`src/rtl/my_riscv_core_matrix_bus_decoder_pkg.sv`:
```
// ---------------------------------------------------------------------------
// my_riscv_core_matrix_bus_decoder_pkg
// Definitions shared by the matrix-bus decoder and its default slave:
//   - AHB HRESP encodings
//   - AHB HTRANS encodings
//   - slave count and the data-phase index of the internal default slave
//   - helper to turn the one-hot data-phase select into a slave index
// ---------------------------------------------------------------------------
package my_riscv_core_matrix_bus_decoder_pkg;

    typedef enum logic [1:0] {
        RESP_OKAY  = 2'b00,
        RESP_ERROR = 2'b01,
        RESP_RETRY = 2'b10,
        RESP_SPLIT = 2'b11
    } hresp_e;

    typedef enum logic [1:0] {
        TRANS_IDLE   = 2'b00,
        TRANS_BUSY   = 2'b01,
        TRANS_NONSEQ = 2'b10,
        TRANS_SEQ    = 2'b11
    } htrans_e;

    localparam int NUM_SLAVES  = 4;
    localparam int DEFAULT_SLV = 4;   // dsel bit / ERRSLV code of the default slave

    // One-hot (5-bit) data-phase select to slave index; 0 if no bit is set.
    function automatic logic [2:0] onehot_to_index(input logic [4:0] onehot);
        logic [2:0] idx;
        idx = 3'd0;
        for (int i = 0; i < 5; i++) begin
            if (onehot[i]) begin
                idx = 3'(i);
            end
        end
        return idx;
    endfunction

endpackage

```
`src/rtl/my_riscv_core_matrix_bus_decoder_default_slave.sv`:
```
// ---------------------------------------------------------------------------
// my_riscv_core_matrix_bus_default_slave
// Internal default slave of the matrix-bus decoder. It owns every address
// that misses all slave regions. An active transfer (NONSEQ/SEQ) accepted
// while selected gets the two-cycle AHB ERROR response; IDLE/BUSY get a
// zero-wait OKAY.
//
// Ports:
//   HCLK       in  clock
//   HRESETn    in  asynchronous active-low reset
//   hsel       in  address decoded to no slave region
//   active     in  current transfer is NONSEQ or SEQ
//   hready     in  bus-wide HREADY (transfer accepted on this edge)
//   hreadyout  out ready contribution of the default slave (registered)
//   hresp      out response of the default slave (registered)
// ---------------------------------------------------------------------------
module my_riscv_core_matrix_bus_default_slave
    import my_riscv_core_matrix_bus_decoder_pkg::*;
(
    input  logic       HCLK,
    input  logic       HRESETn,
    input  logic       hsel,
    input  logic       active,
    input  logic       hready,
    output logic       hreadyout,
    output logic [1:0] hresp
);

    typedef enum logic [1:0] {
        ST_IDLE = 2'b00,
        ST_ERR1 = 2'b01,
        ST_ERR2 = 2'b10
    } state_e;

    state_e state;

    // Outputs are registered alongside the state so that the response seen
    // in each data-phase cycle comes straight from flops.
    always_ff @(posedge HCLK or negedge HRESETn) begin
        if (!HRESETn) begin
            state     <= ST_IDLE;
            hreadyout <= 1'b1;
            hresp     <= RESP_OKAY;
        end else begin
            case (state)
                ST_ERR1: begin
                    // Second ERROR cycle: release the bus, keep ERROR.
                    state     <= ST_ERR2;
                    hreadyout <= 1'b1;
                    hresp     <= RESP_ERROR;
                end
                default: begin
                    // Idle or last ERROR cycle: a new address phase may be
                    // accepted here (back-to-back errors are possible).
                    if (hready) begin
                        if (hsel && active) begin
                            state     <= ST_ERR1;
                            hreadyout <= 1'b0;
                            hresp     <= RESP_ERROR;
                        end else begin
                            state     <= ST_IDLE;
                            hreadyout <= 1'b1;
                            hresp     <= RESP_OKAY;
                        end
                    end
                end
            endcase
        end
    end

endmodule

```
`src/rtl/my_riscv_core_matrix_bus_decoder.sv`:
```
// ---------------------------------------------------------------------------
// my_riscv_core_matrix_bus_decoder
// AHB address decoder and response multiplexer for four slaves plus an
// internal default slave, with capture of the first erroring transfer.
//
// Ports:
//   HCLK, HRESETn  clock, asynchronous active-low reset
//   HADDR[31:0]    master address          HTRANS[1:0] master transfer type
//   HSEL_S[3:0]    per-slave select (combinational from HADDR)
//   HREADYOUT_S[3:0], HRESP_S[7:0], HRDATA_S[127:0]  slave returns, slave n
//                  at bit n / [2n+1:2n] / [32n+31:32n]
//   HREADY, HRESP, HRDATA  muxed by the data-phase select
//   ERRCLR         synchronous clear of the error capture
//   ERRVALID, ERRADDR, ERRSLV  captured error (ERRSLV 0-3 slave, 4 default)
// ---------------------------------------------------------------------------
module my_riscv_core_matrix_bus_decoder
    import my_riscv_core_matrix_bus_decoder_pkg::*;
#(
    parameter logic [31:0] BASE0 = 32'h0000_0000,
    parameter logic [31:0] MASK0 = 32'hFFFF_0000,
    parameter logic [31:0] BASE1 = 32'h2000_0000,
    parameter logic [31:0] MASK1 = 32'hFFFF_0000,
    parameter logic [31:0] BASE2 = 32'h4000_0000,
    parameter logic [31:0] MASK2 = 32'hF000_0000,
    parameter logic [31:0] BASE3 = 32'h6000_0000,
    parameter logic [31:0] MASK3 = 32'hF000_0000
) (
    input  logic         HCLK,
    input  logic         HRESETn,
    input  logic [31:0]  HADDR,
    input  logic [1:0]   HTRANS,
    output logic [3:0]   HSEL_S,
    input  logic [3:0]   HREADYOUT_S,
    input  logic [7:0]   HRESP_S,
    input  logic [127:0] HRDATA_S,
    output logic         HREADY,
    output logic [1:0]   HRESP,
    output logic [31:0]  HRDATA,
    input  logic         ERRCLR,
    output logic         ERRVALID,
    output logic [31:0]  ERRADDR,
    output logic [2:0]   ERRSLV
);

    logic [3:0]  region_hit;
    logic [3:0]  sel;
    logic        no_match;
    logic        active;
    logic [4:0]  dsel;
    logic [31:0] haddr_dp;
    logic        def_ready;
    logic [1:0]  def_resp;
    logic        capture;
    logic        err_valid;
    logic [31:0] err_addr;
    logic [2:0]  err_slv;

    // ---------------- address-phase decode (HADDR only) ----------------
    always_comb begin
        region_hit[0] = (HADDR & MASK0) == BASE0;
        region_hit[1] = (HADDR & MASK1) == BASE1;
        region_hit[2] = (HADDR & MASK2) == BASE2;
        region_hit[3] = (HADDR & MASK3) == BASE3;
    end

    // Lowest index wins so overlapping regions still yield a one-hot select.
    always_comb begin
        sel = 4'b0000;
        if (region_hit[0]) begin
            sel[0] = 1'b1;
        end else if (region_hit[1]) begin
            sel[1] = 1'b1;
        end else if (region_hit[2]) begin
            sel[2] = 1'b1;
        end else if (region_hit[3]) begin
            sel[3] = 1'b1;
        end
    end

    assign no_match = (region_hit == 4'b0000);
    assign HSEL_S   = sel;
    assign active   = (HTRANS == TRANS_NONSEQ) || (HTRANS == TRANS_SEQ);

    // ---------------- data-phase state ----------------
    // dsel and haddr_dp only advance when the current data phase completes,
    // so a slave wait state holds both on the stalled transfer.
    always_ff @(posedge HCLK or negedge HRESETn) begin
        if (!HRESETn) begin
            dsel     <= 5'(1 << DEFAULT_SLV);
            haddr_dp <= 32'h0000_0000;
        end else if (HREADY) begin
            dsel <= {no_match, sel};
            if (active) begin
                haddr_dp <= HADDR;
            end
        end
    end

    my_riscv_core_matrix_bus_default_slave u_default_slave (
        .HCLK      (HCLK),
        .HRESETn   (HRESETn),
        .hsel      (no_match),
        .active    (active),
        .hready    (HREADY),
        .hreadyout (def_ready),
        .hresp     (def_resp)
    );

    // ---------------- response mux ----------------
    // Driven only by dsel and the slave returns; HSEL_S never sees these.
    always_comb begin
        HREADY = 1'b1;
        HRESP  = RESP_OKAY;
        HRDATA = 32'h0000_0000;
        if (dsel[DEFAULT_SLV]) begin
            HREADY = def_ready;
            HRESP  = def_resp;
        end
        for (int n = 0; n < NUM_SLAVES; n++) begin
            if (dsel[n]) begin
                HREADY = HREADYOUT_S[n];
                HRESP  = HRESP_S[2*n +: 2];
                HRDATA = HRDATA_S[32*n +: 32];
            end
        end
    end

    // ---------------- error capture ----------------
    // Capture on the first ERROR cycle (HREADY low). A clear in the same
    // cycle frees the register, so the new error is taken instead of lost.
    assign capture = (HRESP == RESP_ERROR) && !HREADY && (!err_valid || ERRCLR);

    always_ff @(posedge HCLK or negedge HRESETn) begin
        if (!HRESETn) begin
            err_valid <= 1'b0;
            err_addr  <= 32'h0000_0000;
            err_slv   <= 3'd0;
        end else if (capture) begin
            err_valid <= 1'b1;
            err_addr  <= haddr_dp;
            err_slv   <= onehot_to_index(dsel);
        end else if (ERRCLR) begin
            err_valid <= 1'b0;
        end
    end

    assign ERRVALID = err_valid;
    assign ERRADDR  = err_addr;
    assign ERRSLV   = err_slv;

endmodule

```
`config.mk`:
```
export PLATFORM = sky130hd
export DESIGN_NAME = my_riscv_core_matrix_bus_decoder
export DESIGN_NICKNAME = d
export VERILOG_FILES = /design/src/rtl/my_riscv_core_matrix_bus_decoder_pkg.sv /design/src/rtl/my_riscv_core_matrix_bus_decoder_default_slave.sv /design/src/rtl/my_riscv_core_matrix_bus_decoder.sv
export SDC_FILE = /design/constraint.sdc
export NUM_CORES = 1
export LEC_CHECK = 0
export ABC_AREA = 1
export CAP_MARGIN = 20
export CORE_MARGIN = 4
export CORE_UTILIZATION = 41
export DETAILED_ROUTE_END_ITERATION = 8
export GPL_ROUTABILITY_DRIVEN = 0
export GPL_TIMING_DRIVEN = 0
export PLACE_DENSITY = 0.87
export SLEW_MARGIN = 40
export SYNTH_ARGS = -nofsm -noshare
export SYNTH_HDL_FRONTEND = slang
export SYNTH_SLANG_ARGS = --single-unit
```
`constraint.sdc`:
```
create_clock -name HCLK -period 3.35 [get_ports HCLK]
set_input_delay 0.8375 -clock HCLK [delete_from_list [all_inputs] [get_ports HCLK]]
set_output_delay 0.8375 -clock HCLK [all_outputs]
set_load 0.1 [all_outputs]
```
==> results of run 1 <==
## through the flow
stage / power (mW) / cells
2_1_floorplan: 4.28 / 574
3_5_place_dp: 5.13 / 957
4_1_cts: 5.77 / 973
3_3_place_gp: 5.28 / 956
5_1_grt: 6.05 / 973
6_report: 5.77 / 973
## metal layers
metal	share of wire (%)	vias up
li1	-	2427
met5	0	-
met3	9.4	38
met1	36	2328
met2	52	242
met4	3.0	0
## report_power, final
group,switching (mW),leakage [nW],total (mW),internal (mW)
combinational,2.81,2.31,3.56,0.751
clock,0.316,0.0877,0.626,0.310
sequential,0.230,0.970,1.58,1.35
total,3.36,3.36,5.77,2.41
## logic make-up after synthesis
logic type	Yosys count
simple gates	413
flops	77
compound gates	29
buf+inv	55
## cells in the mapped netlist
library cell,n
a21o_1,1
a21oi_1,1
a22oi_1,9
buf_1,1
buf_2,12
buf_6,3
clkbuf_1,23
dfrtp_1,75
dfstp_2,2
inv_1,14
inv_2,2
nand2_1,258
nand2_2,3
nand3_1,62
nand3_2,1
nand3_4,1
nand4_1,61
nor2_1,21
nor2_2,2
nor2_8,1
nor3_1,2
o21ai_0,17
o21ai_1,1
or2_2,1
## flip-flops by register name, summed over array words and instances (netlist names)
signal / cells
ERRADDR: 32
ERRSLV: 3
ERRVALID: 1
dsel: 5
haddr_dp: 32
u_default_slave.hreadyout: 1
u_default_slave.hresp: 1
u_default_slave.state: 2
## worst max path at each step
| stage | slack (ns) | cells after the start | to |
|---|---|---|---|
| final | 0.09 | 6 | HRESP[0] |
| after global routing | 0.01 | 7 | HSEL_S[0] |
| after CTS | 0.07 | 7 | HRDATA[10] |
| after detailed placement | -0.03 | 6 | HRESP[0] |
| after global placement | -1.01 | 1 | ERRADDR[29]$_DFFE_PN0P_ |
| after floorplan | -0.52 | 3 | HSEL_S[2] |
## timing repair
item,4_1_cts,5_1_grt
resized for setup,2,9
endpoints found under the hold margin,0,0
endpoints found under the setup margin,2,30
gates cloned,0,0
## area by class of cell
| class | instances | area [sq um] |
|---|---|---|
| Buffer | 39 | 189 |
| Clock buffer | 15 | 166 |
| Clock inverter | 1 | 5.00 |
| Fill cell | 816 | 3200 |
| Inverter | 16 | 60.1 |
| Multi-Input combinational cell | 442 | 2000 |
| Sequential cell | 77 | 1930 |
| Tap cell | 133 | 166 |
| Timing Repair Buffer | 250 | 2150 |
==> impl_results.md, run 1 <==
* Worst hold path type: input pin to asynchronous set/reset pin
* Pre-Repair DR Iteration Count at 5
* Slowest CP cell: clkdlybuf4s50_1
* Placed standard-cell area at 6480 sq um
* Avg Synthesized Cell Area at 7.28 sq um
* Mux cell area share after synthesis at 0%
* Compound-gate portion of the synthesized area at 4.07%
* I/O Pins at 252
* N_diodes at 0
* Setup crit end kind: output pin
* Clock buffer count from CTS at 9
* Most common cell after layout, fill and taps aside: nand2_1
* Pwr per Cell Area at 865 nW/um^2
* Tmin final at 3.26 ns
* Syn_nets at roughly 750
* DRT Wirelength at 16400 microns
* Layout cell share with drive strength beyond 1 at 14.4%
* Peak VDD IR at 548 uV
* Avg Vias per Cell at 5.17
* WS Path Type: input pin to output pin
* PortBufs at 249
* Top post-synthesis cells by area: dfrtp_1 45%, nand2_1 23%, nand4_1 9.1%, nand3_1 7.4%, clkbuf_1 2.1%
* RSZ-0062 raised after global routing: false
* Starting Density at 42.4%
* Most frequent cells in the layout: 258 x nand2_1, 173 x clkdlybuf4s50_1, 85 x buf_2, 75 x dfrtp_1, 62 x nand3_1
* Max Cap Viol at 0
* Final core occ at 67.6%
* Final nets at 1012
* Postcts setup bufs at 0
* Fin. Hold Viols at 0
* First-pass GRT wire length at 24700 microns
* Worst endpoint required time at ~2.5 ns
* Fin area at 6670 sq um
* Bufs and invs on worst path at 3
* FF-to-FF Start: dsel[2]$_DFFE_PN0P_
* Dpl hpwl at 13300 microns
* Ys Warns at 0
* Flop2flop setup slack at approximately 1.5 ns
* Die H at 109 microns
* CTS sink count at 77
* Startpoint Class: input pin
* # hold bufs at CTS at 0
* All-Layer GR Usage at a little over a quarter
* Largest buffer count on any clock path at 2
* Gr busiest metal: met2
* TritonCTS clock tree: done
* Post-DR wirelength/cell at 16.8 microns
* Antenna violations before repair at 0
* Reg2reg end: ERRADDR[22]$_DFFE_PN0P_
* Least-Margin Pin Slew at between 0.6 and 0.7 ns
* Period utilisation layout at between 90% and 100%
* CTS H-Tree Depth at 3
* Final Worst Setup Slack at approximately 0.095 ns
* Leading area contributor after synthesis: dfrtp_1
* Area grow syn2layout at 59.6%
* Final-report setup violation count at 0
* Xor/xnor share of the synthesized area at 0%
* Synth Register Bits at 77
* Synth top area share at 44.9%
* Cell family with most CP delay: buffers and inverters
* Peak Freq at 307 MHz
* Cells after Synth at 574
* Via count at between 5000 and 6000
* Die Area at roughly 12000 sq um
* Crit path launch: HRESP_S[2]
* WP data arrival at between 2 and 2.5 ns
* Status: complete, no violations
* GRT met3 Usage at 8.53%
* Met1 Use GR at 28.7%
* DRC at 0
* Post-Synth Simple-Gate Area at 43.9%
* Pre-CTS setup slack at -0.0301 ns
* R2R depth at 7
* Core area at 9860 sq um
* Die W at 109 microns
* Clock Skews at 0.00722 ns
* Core Rows at 36
* DR iter-0 viols at 281
* Gr ovfl total at 0
* Worst rel slew slack at between 50% and 60%
* Clk_lat worst skew at 0.35 ns
* Mapped Area at about 4200 sq um
* WHS at between 0.3 and 0.4 ns
* Critical-path cell list: clkdlybuf4s50_1 > o21ai_0 > a21o_1 > nand2_2 > buf_2 > buf_4
* Seq/Total Area, Yosys at 46.2%
* Total negative slack at 0 ns
* Largest family of logic cells by synthesized area: simple AND/OR/NAND/NOR gates
* Leakage at 3.36 nW
* Adder-Cell Fraction of Synth Area at 0%
* Vias in the first global route at approximately 5000
* Clk root buf: clkbuf_8
* Worst stage delay on the critical path at 0.46 ns
* Crit path max fanout at 10
* Antenna-violating nets left at 0
* Clock transition at path regs at 0.07 ns
* GR Util met2 at between 40% and 50%
* Largest net degree at the start of global routing at 41
* Slew Viols, Final at 0
* Distinct cells, synth at 24
Power figures use the tool's default switching activity.
==> inputs of run 2 (changes only) <==
--- a/config.mk
+++ b/config.mk
@@ -8,11 +8,11 @@
 export ABC_AREA = 1
 export CAP_MARGIN = 20
 export CORE_MARGIN = 4
-export CORE_UTILIZATION = 41
+export CORE_UTILIZATION = 38
 export DETAILED_ROUTE_END_ITERATION = 8
 export GPL_ROUTABILITY_DRIVEN = 0
-export GPL_TIMING_DRIVEN = 0
-export PLACE_DENSITY = 0.87
+export PLACE_DENSITY = 0.82
+export SKIP_LAST_GASP = 1
 export SLEW_MARGIN = 40
 export SYNTH_ARGS = -nofsm -noshare
 export SYNTH_HDL_FRONTEND = slang
==> constraint.sdc (replaced) <==
create_clock -name HCLK -period 3.44 [get_ports HCLK]
set_input_delay 0.86 -clock HCLK [delete_from_list [all_inputs] [get_ports HCLK]]
set_output_delay 0.86 -clock HCLK [all_outputs]
set_load 0.1 [all_outputs]
==> impl_results.md, run 2 (synthesis results as in run 1) <==
* Status: complete, no violations (unchanged)
* Pwr per Cell Area at 823 nW/um^2 (was 865 nW/um^2)
* Final Worst Setup Slack at 0.289 ns (was 0.0949 ns)
* Worst rel slew slack at 50.0% (was 59.5%)
* I/O Pins at 252 (unchanged)
* Peak VDD IR at 706 uV (was 548 uV)
* Most common cell after layout, fill and taps aside: nand2_1 (unchanged)
* Fin. Hold Viols at 0 (unchanged)
* Total negative slack at 0 ns (unchanged)
* Gr ovfl total at 0 (unchanged)
* Clk_lat worst skew at 0.35 ns (about the same)
* Clock transition at path regs at 0.07 ns (about the same)
* Crit path max fanout at 15 (was 10)
* Core Rows at 38 (was 36)
* Largest buffer count on any clock path at 2 (unchanged)
* Via count at 5127 (was 5035)
* PortBufs at 250 (was 249)
* Period utilisation layout at about nine tenths
* Pre-Repair DR Iteration Count at 7 (was 5)
* R2R depth at 10 (was 7)
* Final-report setup violation count at 0 (unchanged)
* # hold bufs at CTS at 0 (unchanged)
* Avg Vias per Cell at 5.37 (was 5.17)
* DRT Wirelength at 17200 microns (was 16400 microns)
* Dpl hpwl at 13300 microns (about the same)
* Startpoint Class: register (was input pin)
* WP data arrival at 2.29 ns (was 2.42 ns)
* Most frequent cells in the layout: 258 x nand2_1, 174 x clkdlybuf4s50_1, 75 x dfrtp_1, 62 x nand3_1, 61 x nand4_1 (was 258 x nand2_1, 173 x clkdlybuf4s50_1, 85 x buf_2, 75 x dfrtp_1, 62 x nand3_1)
* Post-DR wirelength/cell at 18.1 microns (was 16.8 microns)
* CTS H-Tree Depth at 3 (unchanged)
* Die W at 113 microns (was 109 microns)
* Core area at 10800 sq um (was 9860 sq um)
* Tmin final at 3.15 ns
* Antenna violations before repair at 2 (was 0)
* Leakage at 3.45 nW (was 3.36 nW)
* Vias in the first global route at 5038 (was 5045)
* DRC at 0 (unchanged)
* Least-Margin Pin Slew at 0.750 ns (was 0.607 ns)
* Pre-CTS setup slack at 0.441 ns (was -0.0301 ns)
* RSZ-0062 raised after global routing: false (unchanged)
* Clock Skews at 0.0102 ns (was 0.00722 ns)
* Final nets at 985 (was 1012)
* Die H at 113 microns (was 109 microns)
* Setup crit end kind: output pin (unchanged)
* Starting Density at 38.7% (was 42.4%)
* First-pass GRT wire length at 26600 microns (was 24700 microns)
* Layout cell share with drive strength beyond 1 at 14.2% (was 14.4%)
* DR iter-0 viols at 424 (was 281)
* Clk root buf: clkbuf_8 (unchanged)
* Die Area at 12700 sq um (was 11900 sq um)
* WS Path Type: register to output pin (was input pin to output pin)
* WHS at 0.477 ns (was 0.390 ns)
* Overall Power at 5.99 mW (was 5.77 mW)
* WHS Path Cells at 2
* All-Layer GR Usage at 26.7% (was 26.9%)
* Max Cap Viol at 0 (unchanged)
* TritonCTS clock tree: done (unchanged)
* Slew Viols, Final at 0 (unchanged)
* Post-CTS resize count at 0 (was 2)
* Postcts setup bufs at 0 (unchanged)
* Worst endpoint required time at 2.58 ns (was 2.51 ns)
* Peak Freq at 317 MHz
* Area grow syn2layout at 74.1% (was 59.6%)
* Antenna-violating nets left at 0 (unchanged)
* Worst hold path type: register to register (was input pin to asynchronous set/reset pin)
* CTS sink count at 77 (unchanged)
* Clock buffer count from CTS at 9 (unchanged)
* Largest net degree at the start of global routing at 78 (was 41)
==> run 2: report_power, final <==
group          switching [mW]  internal (mW)
combinational            2.79          0.982
clock                   0.320          0.350
sequential              0.235           1.31
==> run 2: worst max-delay path, stage by stage (launching register included) <==
cell	delay, ns
dfrtp_1	0.44
nor2_1	0.29
nand2_1	0.09
inv_1	0.44
a22oi_1	0.30
nand2_1	0.19
buf_12	0.19
==> run 2: worst paths after layout <==
kind | start | end | slack, ns
worst max-delay path | dsel[2]$_DFFE_PN0P_ | HRDATA[4] | 0.29
worst min-delay path | ERRADDR[9]$_DFFE_PN0P_ | ERRADDR[9]$_DFFE_PN0P_ | 0.48
worst max register to register | dsel[3]$_DFFE_PN0P_ | haddr_dp[31]$_DFFE_PN0P_ | 0.39
worst min register to register | ERRADDR[9]$_DFFE_PN0P_ | ERRADDR[9]$_DFFE_PN0P_ | 0.48
max in group asynchronous | HRESETn | ERRSLV[1]$_DFFE_PN0P_ | 2.44
min in group asynchronous | HRESETn | ERRADDR[19]$_DFFE_PN0P_ | 0.52
==> run 2: per-stage QoR <==
step / utilization, % / cells / area (sq um)
after floorplan: - / 574 / 4180
after global placement: 65.5 / 937 / 7070
after detailed placement: 65.6 / 937 / 7080
after CTS: 67.3 / 952 / 7270
after global routing: 67.4 / 954 / 7270
final: 67.4 / 955 / 7270
==> run 2: layout make-up <==
cell class | count | area, sq um
fillers | 824 | 3520
well taps | 140 | 175
diodes | 3 | 7.51
clock buffers | 11 | 141
clock inverters | 4 | 48.8
flip-flops and latches | 77 | 1930
multi-input cells | 442 | 2000
inverters | 16 | 60.1
repair buffers | 262 | 2910
==> run 2: per-layer routing <==
metal  GRT usage [%]  share of wire (%)
met1            31.2                 36
met2            45.9                 51
met3            8.45                 10
met4            10.3                3.6
met5               0                  0
